### src/rtl/sifreleme_pkg.sv
// Shared definitions for the cascaded cipher chain.
//   - OP_* op-code constants (3-bit, values 0..7)
//   - durum_e: per-stage serialiser state
//   - sifrele(): one cipher op on a word of run-time width n (n <= 32)
package sifreleme_pkg;

  localparam logic [2:0] OP_ROL  = 3'd0;  // enc rotl1 / dec rotr1
  localparam logic [2:0] OP_ROR  = 3'd1;  // enc rotr1 / dec rotl1
  localparam logic [2:0] OP_XOR  = 3'd2;  // XOR key
  localparam logic [2:0] OP_NOT  = 3'd3;  // bitwise NOT
  localparam logic [2:0] OP_TERS = 3'd4;  // bit reverse
  localparam logic [2:0] OP_YARI = 3'd5;  // swap halves
  localparam logic [2:0] OP_ART  = 3'd6;  // enc +1 / dec -1
  localparam logic [2:0] OP_GEC  = 3'd7;  // pass

  typedef enum logic {
    BOS,     // idle, waiting for a load
    GONDER   // shifting bits out
  } durum_e;

  // Word arrives zero-extended to 32 bits; result is masked to n bits.
  function automatic logic [31:0] sifrele(input logic [31:0] w,
                                          input logic [2:0]  op,
                                          input logic        coz,
                                          input int unsigned n,
                                          input logic [31:0] anahtar);
    logic [31:0] m;
    logic [31:0] r;
    logic        sol;
    m   = (32'd1 << n) - 32'd1;  // shift of 32 yields 0, so mask is all ones
    r   = '0;
    sol = (op == OP_ROL) ? ~coz : coz;
    case (op)
      OP_ROL, OP_ROR: begin
        if (sol) r = ((w << 1) | (w >> (n - 1))) & m;
        else     r = ((w >> 1) | (w << (n - 1))) & m;
      end
      OP_XOR:  r = (w ^ anahtar) & m;
      OP_NOT:  r = ~w & m;
      OP_TERS: begin
        for (int unsigned i = 0; i < 32; i++) begin
          if (i < n) r[i] = w[n - 1 - i];
        end
      end
      OP_YARI: r = ((w >> (n / 2)) | (w << (n / 2))) & m;
      OP_ART:  r = (coz ? (w - 32'd1) : (w + 32'd1)) & m;
      default: r = w & m;
    endcase
    return r;
  endfunction

endpackage

### src/rtl/sifreleme_asama.sv
// One cipher stage: on yukle_i it applies op_i (mode mod_i) to veri_i and
// then shifts the result out LSB first, one bit per cycle, with gecerli_o
// high throughout. With PARITE=1 one extra even-parity bit follows bit BIT-1.
// Ports:
//   saat, reset         clock, synchronous active-high reset
//   yukle_i             one-cycle load pulse (ignored while shifting)
//   mod_i, op_i, veri_i mode, op code and input word, sampled with yukle_i
//   bit_o, gecerli_o    serial bit (0 when not valid) and its valid
module sifreleme_asama
  import sifreleme_pkg::*;
#(
  parameter int unsigned    BIT     = 8,
  parameter logic [BIT-1:0] ANAHTAR = 8'hA5,
  parameter bit             PARITE  = 1'b0
) (
  input  logic           saat,
  input  logic           reset,
  input  logic           yukle_i,
  input  logic           mod_i,
  input  logic [2:0]     op_i,
  input  logic [BIT-1:0] veri_i,
  output logic           bit_o,
  output logic           gecerli_o
);

  localparam int unsigned SW  = $clog2(BIT + 1);
  localparam int unsigned SON = BIT - 1 + (PARITE ? 1 : 0);

  durum_e         durum_q, durum_d;
  logic [BIT-1:0] sr_q, sr_d;
  logic [SW-1:0]  sayac_q, sayac_d;
  logic           par_q, par_d;
  logic           parite_faz;

  always_ff @(posedge saat) begin
    if (reset) begin
      durum_q <= BOS;
      sr_q    <= '0;
      sayac_q <= '0;
      par_q   <= 1'b0;
    end else begin
      durum_q <= durum_d;
      sr_q    <= sr_d;
      sayac_q <= sayac_d;
      par_q   <= par_d;
    end
  end

  always_comb begin
    durum_d = durum_q;
    sr_d    = sr_q;
    sayac_d = sayac_q;
    par_d   = par_q;
    unique case (durum_q)
      BOS: begin
        if (yukle_i) begin
          sr_d    = BIT'(sifrele(32'(veri_i), op_i, mod_i, BIT, 32'(ANAHTAR)));
          par_d   = ^sr_d;
          sayac_d = '0;
          durum_d = GONDER;
        end
      end
      GONDER: begin
        if (sayac_q == SW'(SON)) begin
          durum_d = BOS;
        end else begin
          sayac_d = sayac_q + 1'b1;
          sr_d    = sr_q >> 1;
        end
      end
      default: durum_d = BOS;
    endcase
  end

  assign parite_faz = PARITE && (sayac_q == SW'(BIT));
  assign gecerli_o  = (durum_q == GONDER);
  assign bit_o      = gecerli_o & (parite_faz ? par_q : sr_q[0]);

endmodule

### src/rtl/zincir_sifreleme.sv
// Cascaded cipher chain: ASAMA serial stages; each intermediate stage's bits
// are collected back into a word that, one cycle later, loads the next stage.
// Stage k runs in mode mod ^ (k mod 2) with op secim[3k+2:3k].
// Optional: define ZINCIR_PARITE_EN to append an even-parity bit to the
// final stage's output (gecerli/mesgul stretched by one cycle).
// Ports:
//   saat, reset        clock, synchronous active-high reset
//   basla              start request, accepted only when mesgul=0
//   mod, veri, secim   mode, plaintext, per-stage op selects (sampled w/ basla)
//   bit_cikisi         final-stage serial bit, LSB first (0 when not valid)
//   gecerli            bit_cikisi valid
//   mesgul             chain busy
module zincir_sifreleme
  import sifreleme_pkg::*;
#(
  parameter int unsigned    BIT     = 8,
  parameter int unsigned    ASAMA   = 2,
  parameter logic [BIT-1:0] ANAHTAR = 8'hA5
) (
  input  logic             saat,
  input  logic             reset,
  input  logic             basla,
  input  logic             mod,
  input  logic [BIT-1:0]   veri,
  input  logic [3*ASAMA-1:0] secim,
  output logic             bit_cikisi,
  output logic             gecerli,
  output logic             mesgul
);

`ifdef ZINCIR_PARITE_EN
  localparam bit PARITE = 1'b1;
`else
  localparam bit PARITE = 1'b0;
`endif

  localparam int unsigned CW = $clog2(BIT);

  logic                 kabul;
  logic                 mesgul_w;
  logic [ASAMA-1:0]     yukle, md, s_bit, s_vld, ara_basla;
  logic [ASAMA*BIT-1:0] girdi;
  logic [3*ASAMA-1:0]   opk;

  assign kabul        = basla & ~mesgul_w;
  assign ara_basla[0] = 1'b0;
  assign yukle[0]     = kabul;
  assign md[0]        = mod;
  assign opk[2:0]     = secim[2:0];
  assign girdi[BIT-1:0] = veri;

  generate
    if (ASAMA > 1) begin : g_zincir
      // Ops and mode for the later stages are held for the whole word.
      logic [3*ASAMA-4:0] secim_q;
      logic               mod_q;

      always_ff @(posedge saat) begin
        if (reset) begin
          secim_q <= '0;
          mod_q   <= 1'b0;
        end else if (kabul) begin
          secim_q <= secim[3*ASAMA-1:3];
          mod_q   <= mod;
        end
      end

      for (genvar k = 1; k < ASAMA; k++) begin : g_ara
        logic [BIT-1:0] topla_q;
        logic [CW-1:0]  sayac_q;
        logic           bas_q;

        // The start pulse is registered on capture of the last bit, so the
        // next stage loads a complete word one cycle later.
        always_ff @(posedge saat) begin
          if (reset) begin
            topla_q <= '0;
            sayac_q <= '0;
            bas_q   <= 1'b0;
          end else begin
            bas_q <= 1'b0;
            if (s_vld[k-1]) begin
              topla_q[sayac_q] <= s_bit[k-1];
              if (sayac_q == CW'(BIT - 1)) begin
                sayac_q <= '0;
                bas_q   <= 1'b1;
              end else begin
                sayac_q <= sayac_q + 1'b1;
              end
            end
          end
        end

        assign ara_basla[k]        = bas_q;
        assign yukle[k]            = bas_q;
        assign girdi[k*BIT +: BIT] = topla_q;
        assign opk[3*k +: 3]       = secim_q[3*(k-1) +: 3];
        assign md[k]               = mod_q ^ 1'(k % 2);
      end
    end

    for (genvar k = 0; k < ASAMA; k++) begin : g_asama
      sifreleme_asama #(
        .BIT     (BIT),
        .ANAHTAR (ANAHTAR),
        .PARITE  ((k == ASAMA - 1) ? PARITE : 1'b0)
      ) u_asama (
        .saat      (saat),
        .reset     (reset),
        .yukle_i   (yukle[k]),
        .mod_i     (md[k]),
        .op_i      (opk[3*k +: 3]),
        .veri_i    (girdi[k*BIT +: BIT]),
        .bit_o     (s_bit[k]),
        .gecerli_o (s_vld[k])
      );
    end
  endgenerate

  // Busy covers every stage's shifting and every inter-stage gap cycle.
  always_comb begin
    mesgul_w = (|s_vld) | (|ara_basla);
  end

  assign bit_cikisi = s_bit[ASAMA-1];
  assign gecerli    = s_vld[ASAMA-1];
  assign mesgul     = mesgul_w;

endmodule
### config.mk
export PLATFORM = sky130hd
export DESIGN_NAME = zincir_sifreleme
export DESIGN_NICKNAME = d
export VERILOG_FILES = /design/src/rtl/sifreleme_pkg.sv /design/src/rtl/sifreleme_asama.sv /design/src/rtl/zincir_sifreleme.sv
export SDC_FILE = /design/constraint.sdc
export NUM_CORES = 1
export LEC_CHECK = 0
export ABC_AREA = 1
export CAP_MARGIN = 20
export CORE_MARGIN = 3
export CORE_UTILIZATION = 55
export DETAILED_ROUTE_END_ITERATION = 12
export GPL_ROUTABILITY_DRIVEN = 0
export PLACE_DENSITY_LB_ADDON = 0.08
export SLEW_MARGIN = 25
export SYNTH_ARGS = -nofsm -noshare
export SYNTH_HDL_FRONTEND = slang
export SYNTH_HIERARCHICAL = 1
export SYNTH_SLANG_ARGS = --single-unit
### constraint.sdc
create_clock -name saat -period 3.3 [get_ports saat]
set_input_delay 0.33 -clock saat [delete_from_list [all_inputs] [get_ports saat]]
set_output_delay 0.33 -clock saat [all_outputs]
set_load 0.01 [all_outputs]
==> impl_metrics.csv <==
group,metric,value,unit
outcome,status,"completed",
route,drtIter0Drc,210,
route,post-route-drc-count,0,
global_routing,grt_usage,25.26,%
global_routing,grt_max_degree,15,
pwr,ir_drop,0.3096,mV
floorplanning,core-area,6026,µm²
setup_path,crit_family,"buffers and inverters",
synthesis,ys_seq_area_share,24.05,%
route,antenna_left,0,
global_routing,grt_pass1_vias,3490,
synthesis,ys_top_cells_by_area,"dfxtp_1 (24%), nand2_1 (18%), inv_1 (7.6%), nor2_1 (7.4%), a21oi_1 (6.0%)",
setup_path,path_common_cell,"nand2_1",
synthesis,avgSynthCellArea,6.176,µm²
route,met1_length,3775,µm
timing,period_share,63.96,%
place,io_buffers,20,
layout,final_common_cell,"nand2_1",
setup_path,path_cells,"clkdlybuf4s50_1 > ha_1 > nand2_1 > inv_1 > a21oi_1 > inv_1 > nand2_1 > nand3b_1 > nand3_1 > nand2_1 > nand2_1 > nand2_1",
route,wl_met2,4104,µm
layout,antennaDiodeCount,0,
global_routing,antenna_found_initial,0,
layout,nets,626,
route,wl_met3,704,µm
floorplanning,pin_count,21,
route,wl,8804,µm
timing,finalHoldViolations,0,
timing,tightest_slew,0.7366,ns
place,placedCellCount,658,
synthesis,synth.distinct_cells,34,
cts,cts.htree.levels,2,
timing,fin_setup_tns,0,ns
floorplanning,start_util,58.01,%
route,dr.max_layer_used,"met4",
synthesis,syn_inst,566,
setup_path,worst-setup-path-type,"primary input to register",
layout,fin_cells,666,
pwr,power,1.348,mW
synthesis,synthesis.nets,602,
layout,fillers,580,
synthesis,ys_ff_latch,42,
timing,setup_viol,0,
floorplanning,die_area,7349,µm²
route,routedWlPerCell,13.22,µm
setup_path,critPathSlowestCell,"clkdlybuf4s50_1",
cts,clk_pin_slew_worst_paths,0.08,ns
layout,final_cell_mix,"nand2_1 (168), inv_1 (71), nor2_1 (69)",
setup_path,crit_fanout,12,
route,vias,3736,
synthesis,yosys_warnings,6,
cts,ctsHoldBuffers,0,
cts,clock_sinks,42,
floorplanning,fp.dieH,85.73,µm
cts,numCtsBuffers,5,
synthesis,yosysTopAreaCell,"dfxtp_1",
cts,cts_tree,"built",
flow_run,cap_violations,0,
layout,multi_input_area,2301,µm²
setup_path,max_stage_delay,0.82,ns
setup_path,start_kind,"primary input",
timing,fin_skew,0.004304,ns
cts,cts_buffer_depth,2,
cts,clk_latency,0.29,ns
floorplanning,die_w,85.73,µm
timing,rsz0062_at_grt,"no",
setup_path,worst-path-buf-inv,3,
pwr,p_leak,1.924,nW
global_routing,grt_pass1_wl,15270,µm
cts,cts_resized,0,
cts,post_cts_buffers,0,
cts,ctsRootBufferMaster,"clkbuf_8",
place,dp_hpwl,6860,µm
timing,max_freq,473.8,MHz
pwr,power-per-cell-area,349.4,nW/µm²
route,drt_first_pass_iters,5,
layout,syn2layout_area_growth,10.38,%
route,viasPerCell,5.610,
timing,fin_crit,2.111,ns
worst_hold_path,min_path_type,"register to register",
setup_path,end_kind,"register",
layout,drive_gt1_share,7.614,%
timing,slew_headroom,50.74,%
global_routing,grt.overflow.total,0,
setup_path,crit_required,3.49,ns
synthesis,syn_area,3496,µm²
layout,seq_area,840.8,µm²
timing,finalMaxSlewViolations,0,
setup_path,cp.arrival,2.30,ns
floorplanning,fp-row-count,28,
synthesis,synth_top_cell_area_share,24.05,%
[layer usage]
layer / vias to the layer above / track usage [%]
met2: 160 / 42.23
met1: 1641 / 32.41
li1: 1906 / -
met3: 29 / 5.091
met4: 0 / 8.633
met5: - / 0
[cells by family (layout without fill, tap and decap cells)]
| family | count (synthesis) | in the layout | synth area share (%) |
|---|---|---|---|
| AOI/OAI and AO/OA | 89 | 89 | 15.46 |
| xor gates and xnor gates | 8 | 8 | 2.004 |
| DFF | 42 | 42 | 24.05 |
| and+or+nand+nor | 322 | 322 | 41.48 |
| buffers and inverters | 87 | 112 | 10.13 |
| adders and majority gates | 18 | 18 | 6.872 |
[where the power goes]
part,total (mW),internal (mW),switching (mW)
logic,0.433,0.159,0.273
clock network,0.350,0.168,0.182
registers,0.565,0.533,0.0319
[state kept, by name, summed over array words and instances, names as in the netlist]
| name | cells |
|---|---|
| g_asama.u_asama/sayac_q | 8 |
| g_zincir.g_ara.topla_q | 8 |
| g_zincir.g_ara.bas_q | 1 |
| g_zincir.g_ara.sayac_q | 3 |
| g_asama.u_asama/sr_q | 16 |
| g_zincir.mod_q | 1 |
| g_zincir.secim_q | 3 |
| g_asama.u_asama/gecerli_o | 2 |
[per-stage QoR]
step / hold slack [ns] / instance area, µm² / util (%) / worst slack, ns
3_5_place_dp: 0.4388 / 3764 / 62.46 / 0.8824
4_1_cts: 0.4573 / 3859 / 64.04 / 1.202
5_1_grt: 0.4723 / 3859 / 64.04 / 0.9688
3_3_place_gp: 0.4369 / 3764 / 62.46 / 0.9726
6_report: 0.4534 / 3859 / 64.04 / 1.189
2_1_floorplan: 0.3991 / 3496 / - / 1.625
[Yosys cell counts]
master / count
xnor2_1: 4
o211ai_1: 8
a32o_1: 4
nand3b_1: 4
nor2_4: 2
a211oi_1: 2
nand4_1: 15
o211ai_2: 2
inv_2: 9
a21oi_1: 42
dfxtp_1: 42
clkbuf_1: 1
nand3_1: 41
o2bb2ai_1: 2
xor2_1: 4
nor3_1: 3
ha_1: 16
inv_1: 71
nor2_2: 8
nand3_4: 4
o21ai_0: 11
nand2_4: 4
buf_6: 2
o2111ai_1: 2
nand2_2: 3
inv_4: 2
buf_4: 2
fa_1: 2
nand2_1: 168
nor2_1: 69
o21ai_1: 2
nand3_2: 1
o21a_1: 2
o22ai_1: 12
[layout make-up]
| class | instances | area share [%] |
|---|---|---|
| clock buffer | 6 | 2.140 |
| clock inverter | 2 | 0.3243 |
| inverter | 82 | 8.106 |
| multi-input combinational | 437 | 59.63 |
| sequential | 42 | 21.79 |
| tap | 75 | 2.432 |
| timing repair buffer | 22 | 5.577 |
[final timing paths]
check	start	end	slack, ns	cells past startpoint
min reg2reg	g_asama[0].u_asama/sr_q[6]	g_asama[0].u_asama/sr_q[6]	0.45	2
max	mod	g_asama[0].u_asama/sr_q[7]	1.19	12
min	g_asama[0].u_asama/sr_q[6]	g_asama[0].u_asama/sr_q[6]	0.45	2
max reg2reg	g_zincir.mod_q	g_asama[1].u_asama/sr_q[7]	1.35	12
[worst min-delay path, cell delays in order (launching register included)]
cell and delay [ns]:
dfxtp_1 0.31, nand2_1 0.06, nand2_1 0.04
Power figures use the tool's default switching activity.
==> RTL edit 1, RTL diff (same flow settings) <==
`sr_q` no longer has a reset.
--- a/src/rtl/sifreleme_asama.sv
+++ b/src/rtl/sifreleme_asama.sv
@@ -35,15 +35,17 @@
   always_ff @(posedge saat) begin
     if (reset) begin
       durum_q <= BOS;
-      sr_q    <= '0;
       sayac_q <= '0;
       par_q   <= 1'b0;
     end else begin
       durum_q <= durum_d;
-      sr_q    <= sr_d;
       sayac_q <= sayac_d;
       par_q   <= par_d;
     end
+  end
+
+  always_ff @(posedge saat) begin
+    sr_q <= sr_d;
   end
 
   always_comb begin
Function: no difference found for any inputs over 10 cycles, from zero or initial values and one cycle with reset high; that may be too few to reach the edited logic, so the function may still have changed.
==> RTL edit 1 against the original RTL <==
- clock power about the same
- area after synthesis increased by 0.43%
- final area increased by 0.62%
- sequential share of layout area increased by 4.0 points
- synthesized cell count decreased by 1.1%
- core utilization about the same
- routed wire length decreased by 3.3%
- power increased by 3.5%
- worst setup slack got worse by 0.087 ns
- sequential cell count unchanged
- largest cell class unchanged
- largest power group unchanged
==> RTL edit 1: results (changes against the original RTL) <==
- Post-synth EDFFs: 16 (was 0)
- Depth of the worst register-to-register path: 7 (was 12)
- Number of global-route vias before repair: 3284 (was 3490)
- Syn nets: 596 (was 602)
- P_sw: 0.000504 W (was 0.000487 W)
- Hold slack: 0.486 ns (was 0.453 ns)
- Status: completed (unchanged)
- Synth cell types: 27 (was 34)
- Layout cells sized above 1: 7.01% (was 7.61%)
- First-pass detailed-route iteration total: 6 (was 5)
- Clk pwr share: 25.1% (was 26.0%)
- Most area-consuming cells after synthesis: nand2_1, dfxtp_1, edfxtp_1 (was dfxtp_1, nand2_1, inv_1)
- Largest net degree at the start of global routing: 21 (was 15)
- Vias: 3630 (was 3736)
- Worst hold path endpoint: g_asama[1].u_asama/sayac_q[1]$_SDFFE_PP0P_ (was g_asama[0].u_asama/sr_q[6]$_SDFFE_PP0P_)
- Post-synth top cells: nand2_1, inv_1, nand3_1 (was nand2_1, inv_1, nor2_1)
- Max-Slew Margin vs Limit: 51.0% (was 50.7%)
- Post-synthesis sequential area ratio: 28.5% (was 24.1%)
- Max rail drop VDD: 0.253 mV (was 0.310 mV)
- First-pass GRT wire length: 14.7 mm (was 15.3 mm)
- CP Data Arrival Time: 2.26 ns (was 2.30 ns)
- Clock Skews: 0.0117 ns (was 0.00430 ns)
- Reg2Reg Setup Slack: 1.31 ns (was 1.35 ns)
- Worst hold start: g_asama[1].u_asama/sayac_q[1]$_SDFFE_PP0P_ (was g_asama[0].u_asama/sr_q[6]$_SDFFE_PP0P_)
- Nets@finish: 620 (was 626)
- DRT iter0 DRCs: 225 (was 210)
- Mean routed wirelength per cell: 12.9 um (was 13.2 um)
-- RTL edit 1: cell count changes in the layout (fill, tap and decap cells not counted), moves of 6 or more --
cell      delta
nand3_1     +22
inv_1       +18
dfxtp_1     -16
edfxtp_1    +16
nand2_1     -10
nor2_1       -8
nor2_2       -8
or2_2        +8
a21oi_1      -6
inv_2        -6
nand2_2      +6
o22ai_1      -6
-- RTL edit 1: kinds of logic after synthesis --
group                      after synthesis  synth area share (%)
and+or+nand+nor                        328                  41.8
buffers and inverters                   95                  10.2
AOI/OAI and AO/OA                       73                  11.6
DFF                                     42                  28.5
adders and majority gates               18                  6.84
xor gates and xnor gates                 4                 0.998
-- RTL edit 1: worst reg2reg max path, cell delays in order, from the launching register on --
cell,delay (ns)
dfxtp_1,0.30
inv_1,0.36
ha_1,0.37
or2_2,0.31
a31oi_1,0.19
nand3_1,0.10
nand2_1,0.07
nand2_1,0.05
-- RTL edit 1: metrics by stage --
stage          instance area [um^2]  cells  setup slack, ns  power (W)  util [%]
2_1_floorplan                  3510    560             1.55   0.000935         -
3_3_place_gp                   3790    652            0.827    0.00104      62.6
3_5_place_dp                   3790    652            0.792    0.00105      62.6
4_1_cts                        3880    660             1.11    0.00140      64.1
5_1_grt                        3880    660            0.989    0.00150      64.1
6_report                       3880    660             1.10    0.00140      64.1
-- RTL edit 1: per-layer routing --
metal	GRT usage, %	wire length, um	vias up
met3	3.46	566	15
met5	0	0	-
met1	32.6	3750	1605
met4	9.35	242	0
met2	40.0	3960	139
li1	-	-	1871
-- RTL edit 1: final cells by class --
class	count	area [um^2]	area share [%]
inverters	92	345	8.89
clock buffers	5	68.8	1.77
well taps	75	93.8	2.42
clock inverters	3	22.5	0.580
repair buffers	20	200	5.16
multi-input cells	423	2150	55.4
flip-flops and latches	42	1000	25.8
==> RTL edit 2, RTL diff (config.mk and constraints unchanged) <==
Made on the original files. The option `ZINCIR_PARITE_EN` is turned on by a define.
--- a/src/rtl/zincir_sifreleme.sv
+++ b/src/rtl/zincir_sifreleme.sv
@@ -10,6 +10,8 @@
 //   bit_cikisi         final-stage serial bit, LSB first (0 when not valid)
 //   gecerli            bit_cikisi valid
 //   mesgul             chain busy
+`define ZINCIR_PARITE_EN
+
 module zincir_sifreleme
   import sifreleme_pkg::*;
 #(
Check against the original RTL: same outputs for any inputs over 10 cycles, from zero or initial values and one cycle with reset high; that may be too few to reach the edited logic, so the function may still have changed.
==> RTL edit 2 against the original RTL <==
- final area rose by 10%
- first-iteration DRC count up 72%
- sequential power increased by 3%
- worst setup slack got worse by 0.28 ns
- sequential cell count grew 1
- routed wire length up 9.7%
- power rose by 10%
- die area grew 10%
- area after synthesis up 11%
- critical endpoint is now g_asama[1].u_asama/par_q$_SDFFE_PP0P_
- largest power group unchanged
==> RTL edit 2: results (changes against the original RTL) <==
- Status: completed (unchanged)
- Post-synthesis sequential area ratio: 22.2% (was 24.1%)
- Synth Area in XOR/XNOR: 1.35% (was 2.00%)
- First-pass detailed-route iteration total: 6 (was 5)
- Worst hold start: g_asama[0].u_asama/sr_q[3]$_SDFFE_PP0P_ (was g_asama[0].u_asama/sr_q[6]$_SDFFE_PP0P_)
- Cell-internal power: 0.000893 W (was 0.000861 W)
- Mapped Avg Cell Area: 6.00 um^2 (was 6.18 um^2)
- Worst-Margin Slew: 0.651 ns (was 0.737 ns)
- Placed instance area: 4160 um^2 (was 3760 um^2)
- Post_cts resized: 0 (unchanged)
- Syn nets: 684 (was 602)
- Clock Skews: 0.00786 ns (was 0.00430 ns)
- Antenna diodes: 0 (unchanged)
- Worst r2r dst: g_asama[1].u_asama/par_q$_SDFFE_PP0P_ (was g_asama[1].u_asama/sr_q[7]$_SDFFE_PP0P_)
- CP max stage delay: 0.50 ns (was 0.82 ns)
- Depth of the worst register-to-register path: 15 (was 12)
- Largest net degree at the start of global routing: 16 (was 15)
- Max rail drop VDD: 0.178 mV (was 0.310 mV)
- Worst hold path endpoint: g_asama[0].u_asama/sr_q[3]$_SDFFE_PP0P_ (was g_asama[0].u_asama/sr_q[6]$_SDFFE_PP0P_)
- WL final: 9.66 mm (was 8.80 mm)
- Hold slack: 0.459 ns (was 0.453 ns)
- Compound-cell area share of the yosys netlist: 13.0% (was 15.5%)
- Dpl hpwl: 7.50 mm (was 6.86 mm)
- First-pass GRT wire length: 17.0 mm (was 15.3 mm)
- DP Cell Count: 755 (was 658)
- Clock-pin slew on the worst setup and hold paths: 0.10 ns (was 0.08 ns)
- Nets@finish: 706 (was 626)
- LEAKAGE: 2.09 nW (was 1.92 nW)
- Share of synthesized cell area in full adder, half adder and majority cells: 6.51% (was 6.87%)
- Vias: 4216 (was 3736)
- Synth cell types: 43 (was 34)
- Post-Place Worst Slack: 0.926 ns (was 0.882 ns)
- Number of global-route vias before repair: 3793 (was 3490)
- Initial antenna violation count: 0 (unchanged)
- Fill count: 661 (was 580)
- DRT iter0 DRCs: 361 (was 210)
- Post-synth top cells: nand2_1, inv_1, nor2_1 (unchanged)
- Slowest cell on crit path: fa_1 (was clkdlybuf4s50_1)
[RTL edit 2: kinds of logic (layout without fill, tap and decap cells)]
logic type | after synthesis | count (layout)
buf+inv | 98 | 121
compound gates | 85 | 85
fa+ha+maj | 19 | 19
simple gates | 396 | 396
flops | 43 | 43
xor+xnor | 6 | 6
[RTL edit 2: power groups by stage]
stage                     Combinational [W]  Clock (W)  Sequential, W
after floorplan                    0.000420          0       0.000580
after global placement             0.000521          0       0.000594
after detailed placement           0.000534          0       0.000594
after CTS                          0.000537   0.000370       0.000582
after global routing               0.000622   0.000392       0.000589
final                              0.000541   0.000360       0.000583
[RTL edit 2: worst max-delay path by stage]
stage                           startpoint                                      end  slack (ns)  cells past startpoint
2_1_floorplan  g_zincir.mod_q$_SDFFE_PP0P_    g_asama[1].u_asama/par_q$_SDFFE_PP0P_        1.22                     15
3_3_place_gp                           mod  g_asama[0].u_asama/sr_q[7]$_SDFFE_PP0P_        0.97                     12
6_report       g_zincir.mod_q$_SDFFE_PP0P_    g_asama[1].u_asama/par_q$_SDFFE_PP0P_        0.91                     15
5_1_grt        g_zincir.mod_q$_SDFFE_PP0P_    g_asama[1].u_asama/par_q$_SDFFE_PP0P_        0.66                     16
4_1_cts        g_zincir.mod_q$_SDFFE_PP0P_    g_asama[1].u_asama/par_q$_SDFFE_PP0P_        0.90                     15
3_5_place_dp                           mod  g_asama[0].u_asama/sr_q[7]$_SDFFE_PP0P_        0.93                     12
[RTL edit 2: cell type report]
cell class              count  share of cell area [%]
multi-input cells         506                    61.6
flip-flops and latches     43                    20.2
inverters                  90                    8.00
repair buffers             23                    5.23
well taps                  93                    2.73
clock buffers               5                    1.62
clock inverters             3                   0.558
[RTL edit 2: stage by stage]
| stage | util (%) | power [W] |
|---|---|---|
| after floorplan | - | 0.00100 |
| after global placement | 63.1 | 0.00112 |
| after detailed placement | 63.1 | 0.00113 |
| after CTS | 64.5 | 0.00149 |
| after global routing | 64.5 | 0.00160 |
| final | 64.5 | 0.00148 |
[RTL edit 2: metal layers]
metal / track usage, % / routed length, um / up-vias
met5: 0 / 0 / -
met4: 7.53 / 145 / 0
met1: 31.1 / 4340 / 1881
met3: 3.01 / 575 / 16
li1: - / - / 2160
met2: 43.0 / 4600 / 159
[RTL edit 2: critical path: cells and delay by family (launching register included)]
kind	cells	cell delay, ns
buffers and inverters	1	0.20
adder cells (fa/ha/maj)	1	0.50
AND/OR/NAND/NOR	13	1.26
flip-flops	1	0.32
